$ cat src/rtl/pi_accumulator.sv
// pi_accumulator: Monte-Carlo pi estimator.
// Random points arrive from an LFSR source. Each in-square point is classified
// as inside or outside the circle and added to the running counts. A 16-cycle
// restoring divider then refreshes est_q = 4*inside/total as unsigned Q3.13.
// Optional feature macro: PI_ACC_ROUND_EN (round-to-nearest quotient instead of truncation).
//
// Handshake (pt_valid/pt_ready): a point transfers on a rising clk10 edge where
// pt_valid=1 and pt_ready=1. pt_x/pt_y are sampled on that edge only. While
// pt_ready=0 the source may hold or change its offer and nothing is sampled.
module pi_accumulator #(
  parameter int CENTER = 240,
  parameter int RADIUS = 240
) (
  input  logic        clk10,
  input  logic        reset,
  input  logic        pt_valid,
  input  logic [8:0]  pt_x,
  input  logic [8:0]  pt_y,
  output logic        pt_ready,
  output logic [15:0] inside_cnt,
  output logic [15:0] total_cnt,
  output logic [15:0] est_q,
  output logic        est_valid,
  output logic        drop,
  output logic        sat,
  output logic [1:0]  o_dbg_state
);

  localparam logic [9:0]  SQ_MAX = 10'(2 * RADIUS);
  localparam logic [8:0]  CTR    = 9'(CENTER);
  localparam logic [17:0] R_SQ   = 18'(RADIUS * RADIUS);

  typedef enum logic [1:0] {IDLE = 2'd0, SQ = 2'd1, ACC = 2'd2, DIV = 2'd3} state_t;

  state_t      r_state;
  state_t      w_state_nxt;
  logic [8:0]  r_dx;
  logic [8:0]  r_dy;
  logic [17:0] r_sum;
  logic [15:0] r_inside_cnt;
  logic [15:0] r_total_cnt;
  logic [15:0] r_est_q;
  logic        r_est_valid;
  logic        r_drop;
  logic        r_sat;
  logic [15:0] r_rem;
  logic [15:0] r_dvd;
  logic [15:0] r_quo;
  logic [3:0]  r_cnt;

  logic        w_ready;
  logic        w_accept;
  logic        w_in_sq;
  logic [8:0]  w_dx;
  logic [8:0]  w_dy;
  logic [17:0] w_sq_sum;
  logic        w_hit;
  logic [15:0] w_ins_nxt;
  logic [15:0] w_tot_nxt;
  logic [30:0] w_dvd_init;
  logic [16:0] w_trial;
  logic        w_ge;
  logic [15:0] w_rem_nxt;
  logic [15:0] w_quo_nxt;
  logic        w_last;

  // Point classification and distance from the centre, taken straight off the inputs.
  assign w_in_sq  = ({1'b0, pt_x} <= SQ_MAX) && ({1'b0, pt_y} <= SQ_MAX);
  assign w_dx     = (pt_x >= CTR) ? (pt_x - CTR) : (CTR - pt_x);
  assign w_dy     = (pt_y >= CTR) ? (pt_y - CTR) : (CTR - pt_y);
  assign w_accept = w_ready & pt_valid;
  assign w_sq_sum = ({9'd0, r_dx} * {9'd0, r_dx}) + ({9'd0, r_dy} * {9'd0, r_dy});

  // Post-update counts feed the divider directly so DIV sees the new ratio.
  assign w_hit     = (r_sum <= R_SQ);
  assign w_ins_nxt = r_inside_cnt + {15'd0, w_hit};
  assign w_tot_nxt = r_total_cnt + 16'd1;
`ifdef PI_ACC_ROUND_EN
  assign w_dvd_init = {w_ins_nxt, 15'd0} + {16'd0, w_tot_nxt[15:1]};
`else
  assign w_dvd_init = {w_ins_nxt, 15'd0};
`endif

  // One restoring-division step. The remainder always stays below total_cnt, so 16 bits hold it.
  assign w_trial   = {r_rem, r_dvd[15]};
  assign w_ge      = (w_trial >= {1'b0, r_total_cnt});
  assign w_rem_nxt = w_ge ? 16'(w_trial - {1'b0, r_total_cnt}) : w_trial[15:0];
  assign w_quo_nxt = {r_quo[14:0], w_ge};
  assign w_last    = (r_cnt == 4'd15);

  // FSM state register.
  always_ff @(posedge clk10) begin
    if (reset) r_state <= IDLE;
    else       r_state <= w_state_nxt;
  end

  // FSM next state and ready; only IDLE without saturation accepts points.
  always_comb begin
    w_state_nxt = r_state;
    w_ready     = 1'b0;
    case (r_state)
      IDLE: begin
        w_ready = !r_sat;
        if (pt_valid && !r_sat && w_in_sq) w_state_nxt = SQ;
      end
      SQ:      w_state_nxt = ACC;
      ACC:     w_state_nxt = DIV;
      DIV:     if (w_last) w_state_nxt = IDLE;
      default: w_state_nxt = IDLE;
    endcase
  end

  // Datapath: distance capture, squaring, counting, division and result pulses.
  always_ff @(posedge clk10) begin
    if (reset) begin
      r_dx         <= '0;
      r_dy         <= '0;
      r_sum        <= '0;
      r_inside_cnt <= '0;
      r_total_cnt  <= '0;
      r_est_q      <= '0;
      r_est_valid  <= 1'b0;
      r_drop       <= 1'b0;
      r_sat        <= 1'b0;
      r_rem        <= '0;
      r_dvd        <= '0;
      r_quo        <= '0;
      r_cnt        <= '0;
    end else begin
      r_est_valid <= 1'b0;
      r_drop      <= 1'b0;
      case (r_state)
        IDLE: begin
          if (w_accept) begin
            if (w_in_sq) begin
              r_dx <= w_dx;
              r_dy <= w_dy;
            end else begin
              r_drop <= 1'b1;
            end
          end
        end
        SQ: r_sum <= w_sq_sum;
        ACC: begin
          r_total_cnt  <= w_tot_nxt;
          r_inside_cnt <= w_ins_nxt;
          if (w_tot_nxt == 16'hFFFF) r_sat <= 1'b1;
          r_rem <= {1'b0, w_dvd_init[30:16]};
          r_dvd <= w_dvd_init[15:0];
          r_quo <= '0;
          r_cnt <= '0;
        end
        DIV: begin
          r_rem <= w_rem_nxt;
          r_dvd <= {r_dvd[14:0], 1'b0};
          r_quo <= w_quo_nxt;
          r_cnt <= r_cnt + 4'd1;
          if (w_last) begin
            r_est_q     <= w_quo_nxt;
            r_est_valid <= 1'b1;
          end
        end
        default: ;
      endcase
    end
  end

  assign pt_ready    = w_ready;
  assign inside_cnt  = r_inside_cnt;
  assign total_cnt   = r_total_cnt;
  assign est_q       = r_est_q;
  assign est_valid   = r_est_valid;
  assign drop        = r_drop;
  assign sat         = r_sat;
  assign o_dbg_state = r_state;

endmodule

$ cat config.mk
export PLATFORM = sky130hd
export DESIGN_NAME = pi_accumulator
export DESIGN_NICKNAME = d
export VERILOG_FILES = /design/src/rtl/pi_accumulator.sv
export SDC_FILE = /design/constraint.sdc
export NUM_CORES = 1
export LEC_CHECK = 0
export BUFFER_PORTS_ARGS = -buffer_cell sky130_fd_sc_hd__buf_2
export CORE_AREA = 2 2 137 139
export CTS_CLUSTER_DIAMETER = 80
export DETAILED_ROUTE_END_ITERATION = 8
export DIE_AREA = 0 0 139 141
export GPL_TIMING_DRIVEN = 0
export PLACE_DENSITY_LB_ADDON = 0.3
export SETUP_SLACK_MARGIN = 0.2
export SLEW_MARGIN = 20
export SYNTH_ARGS = -nofsm -noshare
export SYNTH_HDL_FRONTEND = slang
export SYNTH_SLANG_ARGS = --single-unit
$ cat constraint.sdc
create_clock -name clk10 -period 7.1 [get_ports clk10]
set_input_delay 0.355 -clock clk10 [delete_from_list [all_inputs] [get_ports clk10]]
set_output_delay 0.355 -clock clk10 [all_outputs]
set_load 0.01 [all_outputs]
==> flow_metrics.tcl <==
set metrics [dict create \
    status "completed" \
    worstMarginPinSlew_ns 0.836 \
    relSlewSlack_pct 44.3 \
    clk_latency_ns 0.42 \
    ys_top_cells_by_area "dfxtp_1 22%, fa_1 18%, ha_1 9.9%" \
    cts.sinks 125 \
    synth_flop_cell "dfxtp_1" \
    arrival_ns 6.75 \
    clockBufferDepth 2 \
    dieHeight_um 141 \
    final_nets 1642 \
    layout_min_cycle_time_ns 6.44 \
    core_region_area_um2 18300 \
    final.setup.tns_ns 0 \
    grt_usage_pct 28.4 \
    synthDistinctLibCells 68 \
    hpwl_mm 20.9 \
    total_power_uw 4170 \
    cts-buffers-inserted 17 \
    grt_overflow_total 0 \
    dp_cells 1649 \
    num_vias 9627 \
    multi_input_area_um2 7700 \
    worstHoldPathType "in -> reg" \
    antenna_found_initial 0 \
    die_area_um2 19600 \
    path_class "reg -> reg" \
    drc_errors 0 \
    cp_max_fo 10 \
    register_area_um2 2500 \
    area_growth_pct 12.0 \
    post_cts_buffers 0 \
    syn_nets 1552 \
    dr.first_iter.drc_count 611 \
    cts.repair.resized 0 \
    clk_pin_slew_ns 0.06 \
    synth_common_cells "191 x inv_1, 136 x nor2_1, 125 x dfxtp_1" \
    grt_pass1_vias 9505 \
    powerDensity_nw_per_um2 333 \
    hold_buffers 0 \
    fill_cells 1448 \
    start_kind "register" \
    first_pass_iters 5 \
    row_count 50 \
    clockRootBuffer "clkbuf_16" \
    drt_wl_total_mm 27.2 \
    crit_required_ns 7.41 \
    synth_cells 1344 \
    wl_per_cell_um 16.2 \
    ys_ff_latch 125 \
    final_area_um2 12500 \
    critPathCaptureType "register" \
    slew_viol_final 0 \
    synth-seq-area-share_pct 22.4 \
    die_x_um 139 \
    avgViaCountPerCell 5.73 \
    cap_violations 0 \
    tritoncts "yes" \
    drive_gt1_share_pct 9.12 \
    yosys.area.top_type_share_pct 22.4 \
    grt_max_degree 17 \
    antenna_cells 0 \
    yosysWarnings 0 \
    setup_viol 0 \
    synth_area_um2 11200 \
    total_leakage_power_uw 0.00575 \
    floorplan.initialDensity_pct 61.1 \
    ir_drop_mv 0.244 \
    grt_pass1_wl_mm 45.4 \
    synth_edf_count 0 \
    cts_max_level 4 \
    placed_cell_area_um2 11800 \
    layout.cells.non_filler 1681 \
    postSynthAreaPerCell_um2 8.31 \
    async_flop_share_pct 0 \
    fin_skew_ns 0.00740 \
    fmax_mhz 155 \
    synth_most_common_cell "inv_1" \
    rsz0062_at_grt "false" \
    antenna_left 0 \
    hold_viol_final 0 \
    pin_count 75 \
    finalWeightedCongestion 0.927 \
    io_buffers 71 \
    fin_crit_sh_pct 90.7 \
    synth_top_cell_by_area "dfxtp_1" \
]
[state kept, by name, summed over array words and instances, names as in the netlist]
| signal | flops |
|---|---|
| est_valid | 1 |
| total_cnt | 16 |
| drop | 1 |
| r_dx | 9 |
| r_quo | 15 |
| r_dvd | 1 |
| inside_cnt | 16 |
| r_sum | 18 |
| r_cnt | 4 |
| sat | 1 |
| o_dbg_state | 2 |
| r_rem | 16 |
| est_q | 16 |
| r_dy | 9 |
[path summary, 6_finish.rpt]
path | start | to | slack, ns | cells past startpoint
setup reg to reg | r_dy[2] | r_sum[16] | 0.66 | 19
hold / removal | pt_x[0] | r_dx[0] | 0.26 | 3
hold reg to reg | est_q[15] | est_q[15] | 0.46 | 2
setup / recovery | r_dy[2] | r_sum[16] | 0.66 | 19
[through the flow]
stage          utilization, %  hold slack [ns]  worst slack (ns)
3_5_place_dp             64.7            0.447             0.725
3_3_place_gp             64.7            0.442             0.877
5_1_grt                  68.4            0.289             0.413
2_1_floorplan               -            0.427              1.46
6_report                 68.4            0.262             0.662
4_1_cts                  68.4            0.260             0.685
[metal layers]
layer / vias to the layer above / track usage [%] / routed length (µm)
met1: 4647 / 37.1 / 11600
met2: 324 / 47.9 / 13100
met4: 0 / 9.36 / 788
met5: - / 0 / 0
met3: 64 / 5.26 / 1640
li1: 4592 / - / -
[logic make-up (layout without fill, tap and decap cells)]
| kind of cell | Yosys count | count (layout) | synth area share (%) |
|---|---|---|---|
| AOI/OAI and AO/OA | 235 | 235 | 13.0 |
| DFF | 125 | 125 | 22.4 |
| buffers and inverters | 253 | 356 | 8.66 |
| xor gates and xnor gates | 82 | 82 | 6.43 |
| adders and majority gates | 187 | 187 | 27.6 |
| and+or+nand+nor | 428 | 428 | 18.7 |
| muxes | 34 | 34 | 3.10 |
[placed cells by master (no fill, tap or decap), types with 4 or more instances in the layout]
| cell | n |
|---|---|
| nand2b_1 | 7 |
| nor3b_1 | 18 |
| a21oi_1 | 94 |
| or3_1 | 6 |
| o31ai_1 | 5 |
| o21ai_0 | 42 |
| a31oi_1 | 10 |
| a21o_1 | 10 |
| ha_1 | 88 |
| clkbuf_16 | 17 |
| nor2b_1 | 12 |
| a211oi_1 | 23 |
| nand3_1 | 31 |
| o21a_1 | 9 |
| fa_1 | 99 |
| inv_1 | 191 |
| xor2_1 | 27 |
| and3_1 | 7 |
| nor2_1 | 136 |
| o211ai_1 | 4 |
| nor3_1 | 17 |
| clkbuf_1 | 46 |
| mux2i_1 | 32 |
| buf_2 | 76 |
| xnor2_1 | 55 |
| dfxtp_1 | 125 |
| bufinv_16 | 6 |
| nor4_1 | 4 |
| nand4_1 | 18 |
| and2_1 | 43 |
| nand2_1 | 108 |
| buf_1 | 9 |
[report_power, final]
group	internal, µW	switching (µW)	total, µW
clock network	679	340	1020
registers	797	99.8	897
logic	933	1320	2250
[area by class of cell]
cell class / instances / share of cell area (%)
sequential: 125 / 20.0
timing repair buffer: 71 / 2.84
inverter: 191 / 5.73
tap: 234 / 2.34
clock inverter: 13 / 1.88
multi-input combinational: 966 / 61.6
buffer: 62 / 2.00
clock buffer: 19 / 3.62
[critical path: stages (launching register included)]
cell and delay [ns]:
dfxtp_1 0.40, clkbuf_1 0.48, inv_1 0.20, nor2_1 0.27, fa_1 0.48, fa_1 0.48, ha_1 0.33, fa_1 0.53
fa_1 0.56, inv_1 0.07, fa_1 0.54, inv_1 0.04, ha_1 0.32, nor2b_1 0.14, o21ai_0 0.22, a21boi_0 0.19
o211ai_1 0.35, a21oi_1 0.14, o2111a_1 0.26, a311o_1 0.31
Power figures use the tool's default switching activity.
